[config.mk]
export PLATFORM = sky130hd
export DESIGN_NAME = uart_rx_ctrl_flat
export DESIGN_NICKNAME = d
export VERILOG_FILES = /design/src/rtl/uart_rx_ctrl_pkg.sv /design/src/rtl/uart_rx_ctrl_if.sv /design/src/rtl/uart_rx_ctrl_sync_fifo.sv /design/src/rtl/uart_rx_ctrl.sv /design/src/flat_wrapper.sv
export SDC_FILE = /design/constraint.sdc
export NUM_CORES = 1
export LEC_CHECK = 0
export CAP_MARGIN = 25
export CORE_MARGIN = 3
export CORE_UTILIZATION = 54
export DETAILED_ROUTE_END_ITERATION = 10
export GPL_ROUTABILITY_DRIVEN = 1
export PLACE_DENSITY_LB_ADDON = 0.15
export SLEW_MARGIN = 20
export SYNTH_ARGS = -nofsm -noshare
export SYNTH_HDL_FRONTEND = slang
export SYNTH_SLANG_ARGS = --single-unit
[constraint.sdc]
create_clock -name clk -period 1.9 [get_ports clk]
set_input_delay 0.38 -clock clk [delete_from_list [all_inputs] [get_ports clk]]
set_output_delay 0.38 -clock clk [all_outputs]
set_load 0.05 [all_outputs]
[src/rtl/uart_rx_ctrl_pkg.sv]
// Shared constants and timeout-FSM encoding for the UART receive controller.
// Default timeout is four character times at the nominal bit rate.
package uart_rx_ctrl_pkg;
   localparam int RX_CLOCK_MUL       = 868;
   localparam int BITS_PER_CHAR      = 10;
   localparam int DEF_DEPTH_LOG2     = 4;
   localparam int DEF_TIMEOUT_CYCLES = 4 * RX_CLOCK_MUL * BITS_PER_CHAR;

   typedef enum logic [1:0] {
      T_IDLE = 2'd0,
      T_RUN  = 2'd1,
      T_EXP  = 2'd2
   } tmo_state_e;

   // Idle counter is at least 16 bits, wider only if the timeout needs it.
   function automatic int tc_width(input int cycles);
      return ($clog2(cycles) > 16) ? $clog2(cycles) : 16;
   endfunction
endpackage

[src/rtl/uart_rx_ctrl_if.sv]
// Receiver-side and CPU-side signals of the receive controller.
// slave is the controller's view, master the driving environment's view.
interface uart_rx_ctrl_if
   import uart_rx_ctrl_pkg::*;
#(
   parameter int CNT_W = DEF_DEPTH_LOG2 + 1
) ();
   logic [7:0]       rx_data;
   logic             rx_received;
   logic             rd_strobe;
   logic             clr_ovr;
   logic             irq_en;
   logic [CNT_W-1:0] irq_thresh;
   logic [7:0]       dout;
   logic             dout_valid;
   logic [CNT_W-1:0] fifo_count;
   logic             empty;
   logic             full;
   logic             overrun;
   logic             timeout;
   logic             irq;

   modport slave (
      input  rx_data, rx_received, rd_strobe, clr_ovr, irq_en, irq_thresh,
      output dout, dout_valid, fifo_count, empty, full, overrun, timeout, irq
   );

   modport master (
      output rx_data, rx_received, rd_strobe, clr_ovr, irq_en, irq_thresh,
      input  dout, dout_valid, fifo_count, empty, full, overrun, timeout, irq
   );
endinterface

[src/rtl/uart_rx_ctrl_sync_fifo.sv]
// Byte FIFO with registered count/flags and a registered read port.
// A pop on a full FIFO frees the slot for a write in the same cycle.
module sync_fifo #(
   parameter int DEPTH_LOG2 = 4,
   parameter int CNT_W      = DEPTH_LOG2 + 1
) (
   input  logic             clk,
   input  logic             rst,
   input  logic             wr_i,
   input  logic [7:0]       wdata_i,
   input  logic             rd_i,
   output logic             rd_ok_o,
   output logic [7:0]       dout_o,
   output logic             dout_valid_o,
   output logic [CNT_W-1:0] count_o,
   output logic             empty_o,
   output logic             full_o
);
   localparam int               DEPTH   = 1 << DEPTH_LOG2;
   localparam logic [CNT_W-1:0] DEPTH_C = CNT_W'(DEPTH);

   logic [7:0]            mem_q [DEPTH];
   logic [DEPTH_LOG2-1:0] wr_ptr_q, rd_ptr_q;
   logic [CNT_W-1:0]      count_q, count_d;
   logic                  empty_q, full_q;
   logic [7:0]            dout_q;
   logic                  dout_valid_q;
   logic                  rd_ok, wr_ok;

   assign rd_ok = rd_i & ~empty_q;
   assign wr_ok = wr_i & (~full_q | rd_ok);

   always_comb begin
      count_d = count_q;
      if (wr_ok && !rd_ok)
         count_d = count_q + CNT_W'(1);
      else if (!wr_ok && rd_ok)
         count_d = count_q - CNT_W'(1);
   end

   // Storage has no reset; contents are meaningless once the pointers clear.
   always_ff @(posedge clk) begin
      if (wr_ok)
         mem_q[wr_ptr_q] <= wdata_i;
   end

   always_ff @(posedge clk or negedge rst) begin
      if (!rst) begin
         wr_ptr_q     <= '0;
         rd_ptr_q     <= '0;
         count_q      <= '0;
         empty_q      <= 1'b1;
         full_q       <= 1'b0;
         dout_q       <= '0;
         dout_valid_q <= 1'b0;
      end else begin
         if (wr_ok)
            wr_ptr_q <= wr_ptr_q + DEPTH_LOG2'(1);
         if (rd_ok) begin
            rd_ptr_q <= rd_ptr_q + DEPTH_LOG2'(1);
            dout_q   <= mem_q[rd_ptr_q];
         end
         dout_valid_q <= rd_ok;
         count_q      <= count_d;
         empty_q      <= (count_d == '0);
         full_q       <= (count_d == DEPTH_C);
      end
   end

   assign rd_ok_o      = rd_ok;
   assign dout_o       = dout_q;
   assign dout_valid_o = dout_valid_q;
   assign count_o      = count_q;
   assign empty_o      = empty_q;
   assign full_o       = full_q;
endmodule

[src/rtl/uart_rx_ctrl.sv]
// UART receive controller: byte capture into a FIFO, sticky overrun,
// idle-line timeout and a single registered interrupt.
module uart_rx_ctrl
   import uart_rx_ctrl_pkg::*;
#(
   parameter int DEPTH_LOG2     = DEF_DEPTH_LOG2,
   parameter int TIMEOUT_CYCLES = DEF_TIMEOUT_CYCLES
) (
   input logic            clk,
   input logic            rst,
   uart_rx_ctrl_if.slave  bus
);
   localparam int CNT_W = DEPTH_LOG2 + 1;
   localparam int TC_W  = tc_width(TIMEOUT_CYCLES);
   localparam logic [TC_W-1:0] TC_LAST = TC_W'(TIMEOUT_CYCLES - 1);

   logic             rx_prev_q;
   logic             wr_ev, rd_ok, activity;
   logic [CNT_W-1:0] fifo_count;
   logic             fifo_empty, fifo_full;
   logic             overrun_q, overrun_d;
   logic             irq_q, irq_d;
   tmo_state_e       state_q, state_d;
   logic [TC_W-1:0]  tc_q, tc_d;

   // A held rx_received counts once: only its rising edge writes.
   assign wr_ev = bus.rx_received & ~rx_prev_q;

   sync_fifo #(
      .DEPTH_LOG2 (DEPTH_LOG2),
      .CNT_W      (CNT_W)
   ) u_fifo (
      .clk          (clk),
      .rst          (rst),
      .wr_i         (wr_ev),
      .wdata_i      (bus.rx_data),
      .rd_i         (bus.rd_strobe),
      .rd_ok_o      (rd_ok),
      .dout_o       (bus.dout),
      .dout_valid_o (bus.dout_valid),
      .count_o      (fifo_count),
      .empty_o      (fifo_empty),
      .full_o       (fifo_full)
   );

   assign activity  = wr_ev | rd_ok;
   // Set beats clear when both land in the same cycle.
   assign overrun_d = (wr_ev & fifo_full & ~rd_ok) | (overrun_q & ~bus.clr_ovr);

   always_comb begin
      state_d = state_q;
      tc_d    = tc_q;
      if (fifo_empty) begin
         state_d = T_IDLE;
         tc_d    = '0;
      end else begin
         case (state_q)
            T_IDLE: begin
               state_d = T_RUN;
               tc_d    = '0;
            end
            T_RUN: begin
               if (activity)
                  tc_d = '0;
               else if (tc_q == TC_LAST)
                  state_d = T_EXP;
               else
                  tc_d = tc_q + TC_W'(1);
            end
            T_EXP: begin
               if (activity) begin
                  state_d = T_RUN;
                  tc_d    = '0;
               end
            end
            default: begin
               state_d = T_IDLE;
               tc_d    = '0;
            end
         endcase
      end
   end

   assign irq_d = bus.irq_en &
                  (((bus.irq_thresh != '0) && (fifo_count >= bus.irq_thresh)) |
                   (state_q == T_EXP) | overrun_q);

   always_ff @(posedge clk or negedge rst) begin
      if (!rst) begin
         rx_prev_q <= 1'b0;
         overrun_q <= 1'b0;
         irq_q     <= 1'b0;
         state_q   <= T_IDLE;
         tc_q      <= '0;
      end else begin
         rx_prev_q <= bus.rx_received;
         overrun_q <= overrun_d;
         irq_q     <= irq_d;
         state_q   <= state_d;
         tc_q      <= tc_d;
      end
   end

   assign bus.fifo_count = fifo_count;
   assign bus.empty      = fifo_empty;
   assign bus.full       = fifo_full;
   assign bus.overrun    = overrun_q;
   assign bus.timeout    = (state_q == T_EXP);
   assign bus.irq        = irq_q;
endmodule

[src/flat_wrapper.sv]
// flat-port wrapper written by rule: the top's interface ports become plain ports
module uart_rx_ctrl_flat import uart_rx_ctrl_pkg::*;
#(
   parameter int DEPTH_LOG2     = DEF_DEPTH_LOG2,
   parameter int TIMEOUT_CYCLES = DEF_TIMEOUT_CYCLES
)
  (clk, rst, bus_rx_data, bus_rx_received, bus_rd_strobe, bus_clr_ovr, bus_irq_en, bus_irq_thresh, bus_dout, bus_dout_valid, bus_fifo_count, bus_empty, bus_full, bus_overrun, bus_timeout, bus_irq);
  uart_rx_ctrl_if #(.CNT_W((5))) bus_i ();
  input logic clk;
  input logic rst;
  input wire logic [$bits(bus_i.rx_data)-1:0] bus_rx_data;
  input wire logic [$bits(bus_i.rx_received)-1:0] bus_rx_received;
  input wire logic [$bits(bus_i.rd_strobe)-1:0] bus_rd_strobe;
  input wire logic [$bits(bus_i.clr_ovr)-1:0] bus_clr_ovr;
  input wire logic [$bits(bus_i.irq_en)-1:0] bus_irq_en;
  input wire logic [$bits(bus_i.irq_thresh)-1:0] bus_irq_thresh;
  output wire logic [$bits(bus_i.dout)-1:0] bus_dout;
  output wire logic [$bits(bus_i.dout_valid)-1:0] bus_dout_valid;
  output wire logic [$bits(bus_i.fifo_count)-1:0] bus_fifo_count;
  output wire logic [$bits(bus_i.empty)-1:0] bus_empty;
  output wire logic [$bits(bus_i.full)-1:0] bus_full;
  output wire logic [$bits(bus_i.overrun)-1:0] bus_overrun;
  output wire logic [$bits(bus_i.timeout)-1:0] bus_timeout;
  output wire logic [$bits(bus_i.irq)-1:0] bus_irq;
  assign bus_i.rx_data = bus_rx_data;
  assign bus_i.rx_received = bus_rx_received;
  assign bus_i.rd_strobe = bus_rd_strobe;
  assign bus_i.clr_ovr = bus_clr_ovr;
  assign bus_i.irq_en = bus_irq_en;
  assign bus_i.irq_thresh = bus_irq_thresh;
  assign bus_dout = bus_i.dout;
  assign bus_dout_valid = bus_i.dout_valid;
  assign bus_fifo_count = bus_i.fifo_count;
  assign bus_empty = bus_i.empty;
  assign bus_full = bus_i.full;
  assign bus_overrun = bus_i.overrun;
  assign bus_timeout = bus_i.timeout;
  assign bus_irq = bus_i.irq;
  uart_rx_ctrl #(.DEPTH_LOG2(DEPTH_LOG2), .TIMEOUT_CYCLES(TIMEOUT_CYCLES)) u_core (.clk(clk), .rst(rst), .bus(bus_i));
endmodule
==> flow_metrics.env <==
export IMPL_nets=571
export IMPL_fp_dieH_um=123
export IMPL_final_core_util_pct=71.1
export IMPL_die_area_um2=15000
export IMPL_ys_top_cells_by_area="edfxtp_1, dfrtp_1, mux4_2"
export IMPL_p_sw_w=0.00420
export IMPL_placed_area_um2=8300
export IMPL_core_area_um2=12900
export IMPL_cp_required_ps=2230
export IMPL_antenna_found_initial=1
export IMPL_crit_type="flip-flop to flip-flop"
export IMPL_fp_dieW_um=123
export IMPL_worst_setup_path_end_kind="flip-flop"
export IMPL_postLayoutCellArea_um2=9190
export IMPL_fin_crit_ps=1920
export IMPL_yosysTopAreaCellShare_pct=52.4
export IMPL_rsz0062_at_grt="yes"
export IMPL_maxSlewHeadroom_pct=58.4
export IMPL_yosysTopAreaCell="edfxtp_1"
export IMPL_start_util_pct=56.8
export IMPL_cts_tree="done"
export IMPL_postRouteAntennaNets=0
export IMPL_synthArstFlopShare_pct=26.0
export IMPL_intPower_w=0.00859
export IMPL_power_frac_clock_pct=25.2
export IMPL_reg2regPathDepth=7
export IMPL_hold_path_class="primary input to async pin"
export IMPL_status="finished, violations left"
export IMPL_remaining_drc_errors=0
export IMPL_grt_max_degree=36
export IMPL_ir_drop_v=0.00133
export IMPL_num_rows=41
export IMPL_rrSetupSlack_ps=-20
export IMPL_synth_edff_count=128
export IMPL_vias_per_cell=5.84
export IMPL_dp_slack_ps=-431
export IMPL_dpl_hpwl_um=10000
export IMPL_grt_pass1_vias=4252
export IMPL_r2r_start="u_core.u_fifo.empty_o"
export IMPL_firstDrtPassIters=5
export IMPL_tightest_slew_ps=624
export IMPL_syn_instance_count=439
export IMPL_overflow=0
export IMPL_path_clk_slew_ps=60
export IMPL_max_cap_violations=0
export IMPL_num_antenna_cells=0
export IMPL_syn_to_final_growth_pct=25.2
export IMPL_combPwrFrac_pct=36.8
export IMPL_synth_ff_type="edfxtp_1"
export IMPL_root_buffer="clkbuf_16"
export IMPL_grtUsageTotal_pct=21.4
export IMPL_htree_levels=4
export IMPL_dp_cells=678
export IMPL_ys_types=54
export IMPL_violations="setup timing"
export IMPL_port_buffer_count=37
export IMPL_synth_avg_cell_area_um2=16.7
export IMPL_ys_seq_elements=173
export IMPL_worstPathArrival_ps=2250
export IMPL_cts_sinks=173
export IMPL_cp_max_fo=4
export IMPL_powerDensity_nw_per_um2=1390
export IMPL_hold_violations=0
export IMPL_yosys_warnings=0
export IMPL_fin_skew_ps=7.75
export IMPL_period_share_pct=101
export IMPL_clock_path_buffers=2
export IMPL_r2r_end="u_core.u_fifo.full_o"
export IMPL_p_leak_nw=3.40
export IMPL_seq_area_frac_synth_pct=67.7
export IMPL_drive_above_1_share_pct=33.0
export IMPL_fin_ws_ps=-23.3
export IMPL_numCtsBuffers=17
export IMPL_max_freq_ghz=0.520
export IMPL_num_vias=4230
export IMPL_wl_per_cell_um=21.1
export IMPL_startpoint_type="flip-flop"
export IMPL_p_sw_share_pct=32.8
export IMPL_drt_iter0_markers=374
export IMPL_grt_pass1_wl_um=23300
export IMPL_netlist_area_um2=7340
export IMPL_ios=38
export IMPL_place_congestion=0.858
export IMPL_insertion_delay_ps=420
export IMPL_setup_violations=3
export IMPL_maxSlewViolCount=0
export IMPL_seqPwrFrac_pct=38.1
export IMPL_synth_fp_nets=471
export IMPL_drt_wl_total_um=15200
export IMPL_stdcell_count=724
==> flip-flops by register name (all words and copies together) (netlist names) <==
name / count
u_core.rx_prev_q: 1
u_core.u_fifo.empty_o: 1
u_core.u_fifo.dout_valid_o: 1
u_core.u_fifo.wr_ptr_q: 4
u_core.u_fifo.count_o: 5
u_core.u_fifo.mem_q: 128
u_core.u_fifo.dout_o: 8
u_core.u_fifo.rd_ptr_q: 4
u_core.bus.overrun: 1
u_core.bus.irq: 1
u_core.u_fifo.full_o: 1
u_core.tc_q: 16
u_core.state_q: 2
==> power by group through the flow <==
| stage | registers (W) | clock network (W) | logic, W |
|---|---|---|---|
| 5_1_grt | 0.00491 | 0.00347 | 0.00501 |
| 6_report | 0.00486 | 0.00322 | 0.00470 |
| 4_1_cts | 0.00486 | 0.00329 | 0.00410 |
| 3_5_place_dp | 0.00492 | 0 | 0.00397 |
| 2_1_floorplan | 0.00532 | 0 | 0.00229 |
| 3_3_place_gp | 0.00490 | 0 | 0.00389 |
==> how the worst max path moves through the flow <==
stage / cells past startpoint / slack (ps) / to / from
3_3_place_gp: 7 / -400 / u_core.u_fifo.mem_q[2][0] / bus_rd_strobe
3_5_place_dp: 7 / -430 / u_core.u_fifo.mem_q[2][5] / bus_rd_strobe
4_1_cts: 8 / -20 / u_core.u_fifo.mem_q[6][5] / bus_rd_strobe
5_1_grt: 7 / -90 / u_core.u_fifo.full_o / u_core.u_fifo.empty_o
2_1_floorplan: 6 / -30 / u_core.u_fifo.full_o / u_core.u_fifo.empty_o
6_report: 7 / -20 / u_core.u_fifo.full_o / u_core.u_fifo.empty_o
==> what timing repair did <==
action / in CTS / in global routing
hold endpoints to repair: 24 / 0
setup buffers: 3 / 7
hold buffers: 1 / 0
gates resized for setup: 12 / 38
pin swaps: 1 / 8
gates cloned: 0 / 3
setup endpoints to repair: 26 / 68
==> worst max-delay path, cell delays in order, from the launching register on <==
cell and delay (ps):
dfstp_2 540, nand2b_4 140, buf_6 110, inv_4 40
or3_4 370, a31oi_2 210, o221a_4 240, nor4b_4 190
==> cells in the final DEF (no fill, tap or decap), drive strengths merged, types with 2 or more instances in the layout <==
cell	netlist	routed
clkinv	0	8
clkdlybuf4s50	0	17
and3b	2	2
a21o	2	2
o2111ai	3	3
xor2	7	7
dfrtp	44	44
mux2i	8	8
nand4b	2	2
ha	13	13
edfxtp	128	128
buf	10	77
nand3	9	9
o21ai	12	12
and4	6	6
a21oi	8	8
inv	13	16
nand2	18	18
mux4	32	32
a221o	8	8
o21a	3	3
dlygate4sd2	0	3
or4	2	2
clkbuf	10	22
xnor2	9	9
nor2	15	15
and3	2	2
mux2	9	9
a32oi	2	2
nor2b	2	2
and2	17	17
o31ai	2	2
nor3	11	11
nand2b	3	3
nand4	6	6
or3	2	2
a31oi	6	6
nor4b	2	2
==> per-layer routing <==
metal / share of wire [%] / GRT usage (%) / wire length (µm)
met1: 43 / 27.8 / 6490
met2: 51 / 35.2 / 7730
met3: 4.9 / 5.81 / 754
met4: 1.7 / 7.70 / 259
met5: 0.11 / 0 / 17
==> cell usage after synthesis, drive strengths merged (3+ instances only) <==
cell and number:
o21ai 12, mux2i 8, and2 17, nand3 9, nor2 15, ha 13
buf 10, o21a 3, nand4 6, clkbuf 10, o2111ai 3, nand2 18
and4 6, nand2b 3, edfxtp 128, mux4 32, xor2 7, xnor2 9
mux2 9, a31oi 6, a221o 8, inv 13, a21oi 8, nor3 11
dfrtp 44
==> cells by family after synthesis <==
family / count (synthesis) / share of synthesized area [%]
xor+xnor: 16 / 1.91
compound gates: 53 / 5.20
simple gates: 102 / 8.05
mux: 49 / 12.7
flops: 173 / 67.7
buf+inv: 33 / 2.18
fa+ha+maj: 13 / 2.22
==> through the flow <==
step | total power, W | hold slack [ps] | setup TNS, ps
6_report | 0.0128 | 513 | -62.5
5_1_grt | 0.0134 | 520 | -598
4_1_cts | 0.0122 | 507 | -298
3_5_place_dp | 0.00890 | 428 | -49050
3_3_place_gp | 0.00880 | 427 | -45350
2_1_floorplan | 0.00761 | 84.4 | -66.0
==> cell type report <==
cell class	count	area, µm²
Timing Repair Buffer	101	1030
Multi-Input combinational cell	233	2370
Tap cell	172	215
Inverter	13	51.3
Fill cell	880	3740
Clock buffer	19	433
Sequential cell	173	4970
Clock inverter	13	114
Power figures use the tool's default switching activity.
